**config.mk**
```make
export PLATFORM = sky130hd
export DESIGN_NAME = axi4_stream_rr_arb_flat
export DESIGN_NICKNAME = d
export VERILOG_FILES = /design/src/rtl/axi4_stream_rr_arb_pkg.sv /design/src/rtl/axi4_stream_rr_arb_if.sv /design/src/rtl/axi4_stream_rr_arb_rr_pick.sv /design/src/rtl/axi4_stream_rr_arb.sv /design/src/flat_wrapper.sv
export SDC_FILE = /design/constraint.sdc
export NUM_CORES = 1
export LEC_CHECK = 0
export BUFFER_PORTS_ARGS = -buffer_cell sky130_fd_sc_hd__buf_2
export CORE_UTILIZATION = 44
export DETAILED_ROUTE_END_ITERATION = 16
export PLACE_DENSITY = 0.81
export RECOVER_POWER = 50
export SLEW_MARGIN = 20
export SYNTH_ARGS = -nofsm -noshare
export SYNTH_HDL_FRONTEND = slang
export SYNTH_SLANG_ARGS = --single-unit
```
**constraint.sdc**
```tcl
create_clock -name ACLK -period 3.9 [get_ports ACLK]
set_input_delay 0.585 -clock ACLK [delete_from_list [all_inputs] [get_ports ACLK]]
set_output_delay 0.585 -clock ACLK [all_outputs]
set_load 0.02 [all_outputs]
```
**src/rtl/axi4_stream_rr_arb_pkg.sv**
```systemverilog
`default_nettype none
// ============================================================================
//  Module : axi4_stream_arb_pkg
//  Brief  : Shared types and the round-robin search helper for the stream arbiter.
//  Rev    : 1.0  initial release
// ============================================================================
package axi4_stream_arb_pkg;

    localparam int c_MAX_N  = 16;
    localparam int c_MAX_PW = 4;

    typedef enum logic {
        IDLE = 1'b0,
        LOCK = 1'b1
    } arb_state_t;

    // First set bit of req searching ptr+1, ptr+2, ... modulo n, returned one-hot.
    function automatic logic [c_MAX_N-1:0] rr_first(
        input logic [c_MAX_N-1:0]  req,
        input logic [c_MAX_PW-1:0] ptr,
        input int                  n
    );
        logic [c_MAX_N-1:0] w_oh;
        logic               w_found;
        int                 c;
        w_oh    = '0;
        w_found = 1'b0;
        for (int k = 0; k < c_MAX_N; k++) begin
            c = int'(ptr) + 1 + k;
            if (c >= n) c = c - n;
            if ((k < n) && !w_found && req[c[c_MAX_PW-1:0]]) begin
                w_oh[c[c_MAX_PW-1:0]] = 1'b1;
                w_found               = 1'b1;
            end
        end
        return w_oh;
    endfunction

endpackage
`default_nettype wire

```
**src/rtl/axi4_stream_rr_arb_if.sv**
```systemverilog
`default_nettype none
// ============================================================================
//  Module : axi4_stream_rr_arb_if
//  Brief  : AXI4-Stream bundle carrying NL parallel lanes (NL=1 for a single stream).
//  Rev    : 1.0  initial release
// ============================================================================
interface axi4_stream_rr_arb_if #(
    parameter int NL = 1,
    parameter int DW = 16
) ();
    localparam int KW = DW / 8;

    logic [NL-1:0]    TVALID;
    logic [NL-1:0]    TREADY;
    logic [NL*DW-1:0] TDATA;
    logic [NL*KW-1:0] TKEEP;
    logic [NL-1:0]    TLAST;

    modport master (output TVALID, TDATA, TKEEP, TLAST, input TREADY);
    modport slave  (input TVALID, TDATA, TKEEP, TLAST, output TREADY);
endinterface
`default_nettype wire

```
**src/rtl/axi4_stream_rr_arb_rr_pick.sv**
```systemverilog
`default_nettype none
// ============================================================================
//  Module : rr_pick
//  Brief  : Combinational round-robin pick: one-hot winner and its index.
//  Rev    : 1.0  initial release
// ============================================================================
module rr_pick
    import axi4_stream_arb_pkg::*;
#(
    parameter int N  = 4,
    parameter int PW = $clog2(N)
) (
    input  wire logic [N-1:0]  i_req,
    input  wire logic [PW-1:0] i_ptr,
    output logic      [N-1:0]  o_onehot,
    output logic      [PW-1:0] o_idx
);

    logic [c_MAX_N-1:0]  w_req_pad;
    logic [c_MAX_N-1:0]  w_oh_pad;
    logic [c_MAX_PW-1:0] w_ptr_pad;

    always_comb begin
        w_req_pad        = '0;
        w_req_pad[N-1:0] = i_req;
        w_ptr_pad        = '0;
        w_ptr_pad[PW-1:0] = i_ptr;
        w_oh_pad         = rr_first(w_req_pad, w_ptr_pad, N);
        o_onehot         = w_oh_pad[N-1:0];
        o_idx            = '0;
        for (int i = 0; i < N; i++) begin
            if (w_oh_pad[i]) o_idx = PW'(i);
        end
    end

    // Lanes above N are structurally zero.
    if (N < c_MAX_N) begin : g_pad
        logic w_unused_hi;
        assign w_unused_hi = ^w_oh_pad[c_MAX_N-1:N];
    end

endmodule
`default_nettype wire

```
**src/rtl/axi4_stream_rr_arb.sv**
```systemverilog
`default_nettype none
// ============================================================================
//  Module : axi4_stream_rr_arb
//  Brief  : Packet-aware round-robin merge of N AXI4-Stream sources into one
//           registered output stream; grant is held until the releasing beat.
//  Rev    : 1.0  initial release
// ============================================================================
module axi4_stream_rr_arb
    import axi4_stream_arb_pkg::*;
#(
    parameter int N   = 4,
    parameter int DW  = 16,
    parameter int PKT = 1
) (
    input  wire logic             ACLK,
    input  wire logic             ARESETn,
    input  wire logic [N-1:0]     ena,
    axi4_stream_rr_arb_if.slave   sti,
    axi4_stream_rr_arb_if.master  sto,
    output logic      [N-1:0]     grant,
    output logic                  busy
);

    localparam int KW = DW / 8;
    localparam int PW = $clog2(N);

    arb_state_t     r_state;
    logic [N-1:0]   r_grant;
    logic [PW-1:0]  r_idx;
    logic [PW-1:0]  r_ptr;
    logic           r_busy;
    logic           r_out_valid;
    logic           r_out_last;
    logic [DW-1:0]  r_out_data;
    logic [KW-1:0]  r_out_keep;

    logic [N-1:0]   w_req;
    logic [N-1:0]   w_pick_oh;
    logic [PW-1:0]  w_pick_idx;
    logic           w_own_ready;
    logic           w_own_valid;
    logic           w_own_last;
    logic [DW-1:0]  w_own_data;
    logic [KW-1:0]  w_own_keep;
    logic           w_xfer;
    logic           w_release;

    assign w_req = ena & sti.TVALID;

    rr_pick #(
        .N  (N),
        .PW (PW)
    ) u_pick (
        .i_req    (w_req),
        .i_ptr    (r_ptr),
        .o_onehot (w_pick_oh),
        .o_idx    (w_pick_idx)
    );

    // Owner lane select; grant is zero in IDLE so every owner field reads zero there.
    always_comb begin
        w_own_valid = 1'b0;
        w_own_last  = 1'b0;
        w_own_data  = '0;
        w_own_keep  = '0;
        for (int i = 0; i < N; i++) begin
            if (r_grant[i]) begin
                w_own_valid = sti.TVALID[i];
                w_own_last  = sti.TLAST[i];
                w_own_data  = sti.TDATA[i*DW +: DW];
                w_own_keep  = sti.TKEEP[i*KW +: KW];
            end
        end
    end

    assign w_own_ready = sto.TREADY | ~r_out_valid;
    assign sti.TREADY  = r_grant & {N{w_own_ready}};
    assign w_xfer      = w_own_valid & w_own_ready;
    assign w_release   = w_xfer & (w_own_last | (PKT == 0));

    always_ff @(posedge ACLK or negedge ARESETn) begin
        if (!ARESETn) begin
            r_state     <= IDLE;
            r_grant     <= '0;
            r_idx       <= '0;
            r_ptr       <= PW'(N - 1);
            r_busy      <= 1'b0;
            r_out_valid <= 1'b0;
        end else begin
            case (r_state)
                IDLE: begin
                    if (sto.TREADY) r_out_valid <= 1'b0;
                    if (|w_req) begin
                        r_state <= LOCK;
                        r_grant <= w_pick_oh;
                        r_idx   <= w_pick_idx;
                        r_busy  <= 1'b1;
                    end
                end
                LOCK: begin
                    if (w_own_ready) r_out_valid <= w_own_valid;
                    if (w_release) begin
                        r_state <= IDLE;
                        r_grant <= '0;
                        r_ptr   <= r_idx;
                        r_busy  <= 1'b0;
                    end
                end
                default: r_state <= IDLE;
            endcase
        end
    end

    // Payload only moves on an accepted beat, so it stays stable under backpressure.
    always_ff @(posedge ACLK) begin
        if (w_xfer) begin
            r_out_data <= w_own_data;
            r_out_keep <= w_own_keep;
            r_out_last <= w_own_last;
        end
    end

    assign sto.TVALID = r_out_valid;
    assign sto.TDATA  = r_out_data;
    assign sto.TKEEP  = r_out_keep;
    assign sto.TLAST  = r_out_last;
    assign grant      = r_grant;
    assign busy       = r_busy;

endmodule
`default_nettype wire

```
**src/flat_wrapper.sv**
```systemverilog
// flat-port wrapper written by rule: the top's interface ports become plain ports
module axi4_stream_rr_arb_flat import axi4_stream_arb_pkg::*;
#(
    parameter int N   = 4,
    parameter int DW  = 16,
    parameter int PKT = 1
)
  (ACLK, ARESETn, ena, grant, busy, sti_TVALID, sti_TDATA, sti_TKEEP, sti_TLAST, sti_TREADY, sto_TVALID, sto_TDATA, sto_TKEEP, sto_TLAST, sto_TREADY);
  axi4_stream_rr_arb_if #(.NL(N), .DW(DW)) sti_i ();
  axi4_stream_rr_arb_if #(.NL(1), .DW(DW)) sto_i ();
  input  wire logic ACLK;
  input  wire logic ARESETn;
  input  wire logic [N-1:0] ena;
  output logic      [N-1:0] grant;
  output logic busy;
  input wire logic [$bits(sti_i.TVALID)-1:0] sti_TVALID;
  input wire logic [$bits(sti_i.TDATA)-1:0] sti_TDATA;
  input wire logic [$bits(sti_i.TKEEP)-1:0] sti_TKEEP;
  input wire logic [$bits(sti_i.TLAST)-1:0] sti_TLAST;
  output wire logic [$bits(sti_i.TREADY)-1:0] sti_TREADY;
  output wire logic [$bits(sto_i.TVALID)-1:0] sto_TVALID;
  output wire logic [$bits(sto_i.TDATA)-1:0] sto_TDATA;
  output wire logic [$bits(sto_i.TKEEP)-1:0] sto_TKEEP;
  output wire logic [$bits(sto_i.TLAST)-1:0] sto_TLAST;
  input wire logic [$bits(sto_i.TREADY)-1:0] sto_TREADY;
  assign sti_i.TVALID = sti_TVALID;
  assign sti_i.TDATA = sti_TDATA;
  assign sti_i.TKEEP = sti_TKEEP;
  assign sti_i.TLAST = sti_TLAST;
  assign sti_TREADY = sti_i.TREADY;
  assign sto_TVALID = sto_i.TVALID;
  assign sto_TDATA = sto_i.TDATA;
  assign sto_TKEEP = sto_i.TKEEP;
  assign sto_TLAST = sto_i.TLAST;
  assign sto_i.TREADY = sto_TREADY;
  axi4_stream_rr_arb #(.N(N), .DW(DW), .PKT(PKT)) u_core (.ACLK(ACLK), .ARESETn(ARESETn), .ena(ena), .sti(sti_i), .sto(sto_i), .grant(grant), .busy(busy));
endmodule
```
== Word level (Yosys, flattened, before mapping) ==
Index checks and enable logic that the tools add are counted.
Storage, ports and cells
  output and inout bits: 29
  bits of input ports: 87
  flip-flop bits (word level): 30
Cells by class
  equality and inequality tests: 4
  $lt $le $gt $ge: 12
  bitwise logic cells: 10
  add/subtract/negate cells: 8
  reduce and logical (&&, ||, !) cells: 15
  mux-type cells: 58
Operators with widths (count)
  $mux W16: 4
  $mux W4: 10
  $ge A32 B4 Y1 const B: 1
  $mux W1: 26
  $lt A4 B5 Y1 const B: 4
  $bmux W1 S4: 4
  $demux W1 S4: 4
  $ge A4 B1 Y1 const B: 4
  $ge A4 B3 Y1 const B: 3
  $mux W2: 6
  $or A4 B4 Y4: 3
  $sub A4 B3 Y4 const B: 3
  $add A3 B2 Y4 const B: 2
  $and A4 B4 Y4: 2
  $pmux W4 S2: 1
  $reduce_and A2 Y1: 4
  $logic_and A1 B1 Y1: 7
  $ne A2 B2 Y1 const B: 3
  $pmux W1 S2: 3
  $add A3 B1 Y4 const B: 1
  $reduce_or A4 Y1: 1
  $sub A3 B3 Y4 const B: 1
  $add A2 B1 Y3 const B: 1
  $logic_not A1 Y1: 3
  other kinds (4): 6

== Depth between registers and ports, before layout ==
  depth after elaboration: 18
  mapped depth: 9
  gate-level depth less buffers: 8

== Modules after synthesis ==
Synthesis repeated with hierarchy kept, for this count alone.
Second synthesis, totals
  cells, all modules: 226
  area total of the unflattened synthesis: 2234.6 sq um
By module, submodules not included
  axi4_stream_rr_arb: sequential area each 848.3 sq um, area each 1734.2 sq um, cells each 164, times used 1
  rr_pick: sequential area each 0.0 sq um, area each 500.5 sq um, cells each 62, times used 1

== Worst setup path after synthesis ==
Ideal clock, no wire load.
  path kind: reg-to-reg
  start: reg u_core.r_grant[1] (netlist: u_core.grant[1])
  end: reg u_core.r_ptr[0]
  stages on the path, launching flop included: 7
  required time: 3.818 ns
  setup slack: 0.952 ns
  arrival: 2.866 ns
  cells stage by stage: dfrtp_1 -> clkbuf_1 -> nand3b_1 -> a221o_1 -> a21boi_1 -> nand3b_1 -> mux2_2
Between the ends
  cells in the longest elaborated chain, start to end: 6
  elaborated cells between the ends (all ways): 9
  classes of those cells: mux (6); bitwise (2); reduce/logical (1)
Ends and longest elaborated chain
  start: declaration: RTL line axi4_stream_rr_arb.sv:28  | logic [N-1:0] r_grant;
  start signal: assignment: RTL line axi4_stream_rr_arb.sv:95  | r_grant <= w_pick_oh;
  $mux W1 (3 in series): RTL line axi4_stream_rr_arb.sv:67  | if (r_grant[i]) begin
  $and A1 B1 Y1: RTL line axi4_stream_rr_arb.sv:78  | assign w_xfer = w_own_valid & w_own_ready;
  named net u_core.w_xfer: RTL line axi4_stream_rr_arb.sv:45  | logic w_xfer;
  $and A1 B1 Y1: RTL line axi4_stream_rr_arb.sv:79  | assign w_release = w_xfer & (w_own_last | (PKT == 0));
  $reduce_and A2 Y1 (no source line)
  end signal: assignment: RTL line axi4_stream_rr_arb.sv:86  | r_ptr <= PW'(N - 1);
  end signal: assignment: RTL line axi4_stream_rr_arb.sv:105  | r_ptr <= r_idx;
  end: declaration: RTL line axi4_stream_rr_arb.sv:30  | logic [PW-1:0] r_ptr;
The timed path passes the listed nets, and every way through them passes these cells.
A chain may end at the register's enable or synchronous reset.

== Worst setup path after layout ==
  start: reg u_core.r_grant[1] (netlist: u_core.grant[1])
  end: reg u_core.r_ptr[1]
Same word-level chain as after synthesis.

==> results summary <==
The number of clock buffers inserted by TritonCTS is 5. The capturing element type of the critical path is a flip-flop. The number of DRC markers in iteration 0 came out at 152.

The number of nets at the end of the flow came out at 439. The clock skew after layout came out at 6.24 ps. The share of synthesized flip-flops with an asynchronous set or reset came out at 36.7%. The clock-pin slew of the registers on the worst-case setup and hold paths is 60 ps. For this run, the total global-route usage over all layers was measured as 23.7%. The quantity of I/O buffers inserted on ports is approximately 120. TritonCTS built the clock tree. Across the whole layout, storage elements account for 850 µm².

The deepest clock path buffer count came out at 2. For this run, the number of standard cells in the final layout without fillers is 397. The routability-driven placement congestion ratio came out at 0.901. The min-delay analysis places its worst path in the category in2async. The number of nets in the synthesized netlist is 328. The first global-routing pass estimated 9070 µm of wire. The worst setup path is of the reg2reg kind. The total wirelength of the detailed-routed design came out at 5780 µm. Of the cells placed in the final design, the portion with a size suffix greater than 1 is 31.9%.

The area growth from synthesis to final layout came out at 32.4%. After detailed routing, the number of remaining DRC violations is 0. Traced cell by cell, the critical path runs through clkbuf_1 > a21oi_1 > a221o_1 > a21boi_0 > buf_4 > nand3b_1 > mux2_2. The row count came out at 24.

The I/O pin count is 116. The final sum of negative setup slack is 0 ps. The cell type of the slowest stage on the worst timing path is clkbuf_1. The die is 70.1 µm tall. The post-placement cell count came out at 389. The count of unique library cells instantiated by Yosys is 41. The maximum clock frequency is 0.345 GHz. Before antenna repair, the detailed router went through 4 iterations. After detailed routing, the number of vias per cell comes to 5.45. Synthesis produced 233 cells. The number of max-cap violations is 0. The count of final setup violators is 0. The standard cell core area is roughly 4400 µm². The pin count of the biggest net entering global routing is 44.

VDD sags by at most between 0.3 and 0.4 mV. On the worst path, the slowest cell contributes a delay of 840 ps. The flow ran to the end, and the final reports show no timing, DRC or antenna violations.

Synthesis inferred 30 register bits. The portion of the clock cycle consumed by the worst path in the final layout is approximately three quarters. The post-CTS setup buffer count is 0. The area of combinational cells with multiple inputs is 1110 µm². The H-tree depth came out at 2.

Sequential elements use 41.6% of the synthesized area. The number of global-route vias before repair is 2,016. The number of enable flip-flop cells after synthesis came out at 19. 0 antenna diodes ended up in the layout. The fill cell total of the finished layout came out at 425. The initial utilization of the core area, before any placement, comes to about 46%. The leakage dissipation came out at 0.00119 µW.

The placed wire-length estimate after detailed placement is 4380 µm. At the pin with the least slew margin, the transition time is about 1100 ps. The initial antenna violation count is 0. The synthesized netlist occupies a cell area of 2040 µm². The count of nets left with antenna violations after detail routing came out at 0. The number of buffers inserted by hold repair at cts came out at 0. STA puts the critical path data required time at 4110 ps. The post-detailed-route wirelength per cell came out at 14.6 µm. Headroom to the max-slew limit came out at 25.2%.

The arrival time at the worst endpoint is 3110 ps. The final number of hold-violating endpoints came out at 0. The number of max-slew violations in the final report is 0. The worst setup path is launched from a flip-flop. The number of vias in the routed layout came out at 2,162. The top cell types in the final layout, fill and taps aside, are 89 x buf_2, 34 x nand2_1, 27 x a21oi_1, 27 x clkbuf_1, 22 x o21ai_0.

During synthesis, Yosys emitted a total of 0 warnings. The remaining global-route overflow is 0. The library cell used most frequently in the layout, excluding fill and tap cells, is buf_2. The post-CTS resize count is 0. The power density normalized to cell area came out at 815 nW/µm². The cell chosen for the clock root is clkbuf_8.

The worst path in the final design needs a cycle of 2900 ps, including I/O delays and setup. The sink count of the clock tree is 30. Setup repair after global routing left no endpoint under its margin. The mean area per synthesized cell is between 8 and 9 µm². The width of the die is 70.1 µm. Of all nets on the critical path, the largest fanout is 25.

At the later pin of the worst-skew pair, clock insertion delay measures 280 ps. The total die area came out at 4910 µm². The most used flip-flop cell after synthesis is edfxtp_1.
-- per-stage QoR --
stage | worst slack (ps) | utilization, % | hold WS [ps] | cell area [µm²] | total power, µW
after global routing | 741 | 61.2 | 326 | 2700 | 2390
after CTS | 1220 | 62.0 | 166 | 2740 | 2260
after floorplan | 952 | - | 289 | 2040 | 1620
final | 1000 | 61.2 | 278 | 2700 | 2200
after global placement | 1270 | 60.1 | 463 | 2650 | 1960
after detailed placement | 1210 | 60.1 | 464 | 2650 | 2020
-- where the power goes --
group	switching (µW)	internal (µW)
registers	147	579
logic	797	443
clock network	112	122
total	1060	1140
-- layer usage --
| layer | vias to the layer above | GRT usage (%) | share of wire (%) |
|---|---|---|---|
| li1 | 1080 | - | - |
| met1 | 991 | 28.5 | 43 |
| met2 | 86 | 42.5 | 50 |
| met3 | 5 | 5.05 | 6.5 |
| met4 | 0 | 6.44 | 0.90 |
| met5 | - | 0 | 0 |
-- Yosys cell counts, types with 2 or more instances --
library cell,number,area [µm²]
nor2b_1,3,18.8
clkbuf_1,11,41.3
nor2_1,20,75.1
and2_1,4,25.0
a21oi_1,27,135
a221oi_1,2,17.5
dfrtp_1,9,225
o21a_1,2,15.0
nand3b_1,4,30.0
nand3_1,9,45.0
nand2_1,34,128
dfstp_2,2,52.6
mux2_2,2,22.5
nand2b_1,3,18.8
buf_2,2,10.0
a22oi_1,17,128
inv_1,7,26.3
ha_1,8,100
a21boi_1,2,15.0
o21ai_0,22,110
a221o_1,3,30.0
edfxtp_1,19,571
o32a_1,2,20.0
o2111ai_1,2,17.5
-- cells by family after synthesis --
logic type,share of synthesized area [%]
muxes,2.70
and+or+nand+nor,20.6
DFF,41.6
buffers and inverters,3.99
adders and majority gates,4.91
AOI/OAI and AO/OA,26.3
-- final cells by class --
class / count / share of cell area, %
Tap cell: 52 / 2.41
Clock buffer: 5 / 2.55
Timing Repair Buffer: 118 / 20.8
Clock inverter: 3 / 0.602
Multi-Input combinational cell: 182 / 41.2
Sequential cell: 30 / 31.5
Inverter: 7 / 0.973
-- worst max-delay path: cells and delay by family (launching register included) --
family	cells	cell delay (ps)
buffers and inverters	2	1140
multiplexers	1	370
flip-flops	1	350
AND/OR/NAND/NOR	1	320
AO/OA/AOI/OAI	3	650
-- registers in the layout (all words and copies together), names as in the netlist --
| signal | count |
|---|---|
| u_core.r_idx | 2 |
| u_core.grant | 4 |
| u_core.sto.TDATA | 16 |
| u_core.r_ptr | 2 |
| u_core.sto.TKEEP | 2 |
| u_core.sto.TVALID | 1 |
| u_core.r_state | 1 |
| u_core.sto.TLAST | 1 |
| u_core.busy | 1 |
-- path summary, 6_finish.rpt --
check	startpoint	endpoint	slack (ps)	depth (start not counted)
setup / recovery	u_core.grant[1]	u_core.r_ptr[1]	1000	7
hold / removal	ARESETn	u_core.r_idx[1]	280	1
setup reg to reg	u_core.grant[1]	u_core.r_ptr[1]	1000	7
hold reg to reg	u_core.busy	u_core.busy	480	2
max in group asynchronous	ARESETn	u_core.grant[3]	3200	1
min in group ACLK	u_core.busy	u_core.busy	480	2
(Power assumes the default switching activity.)
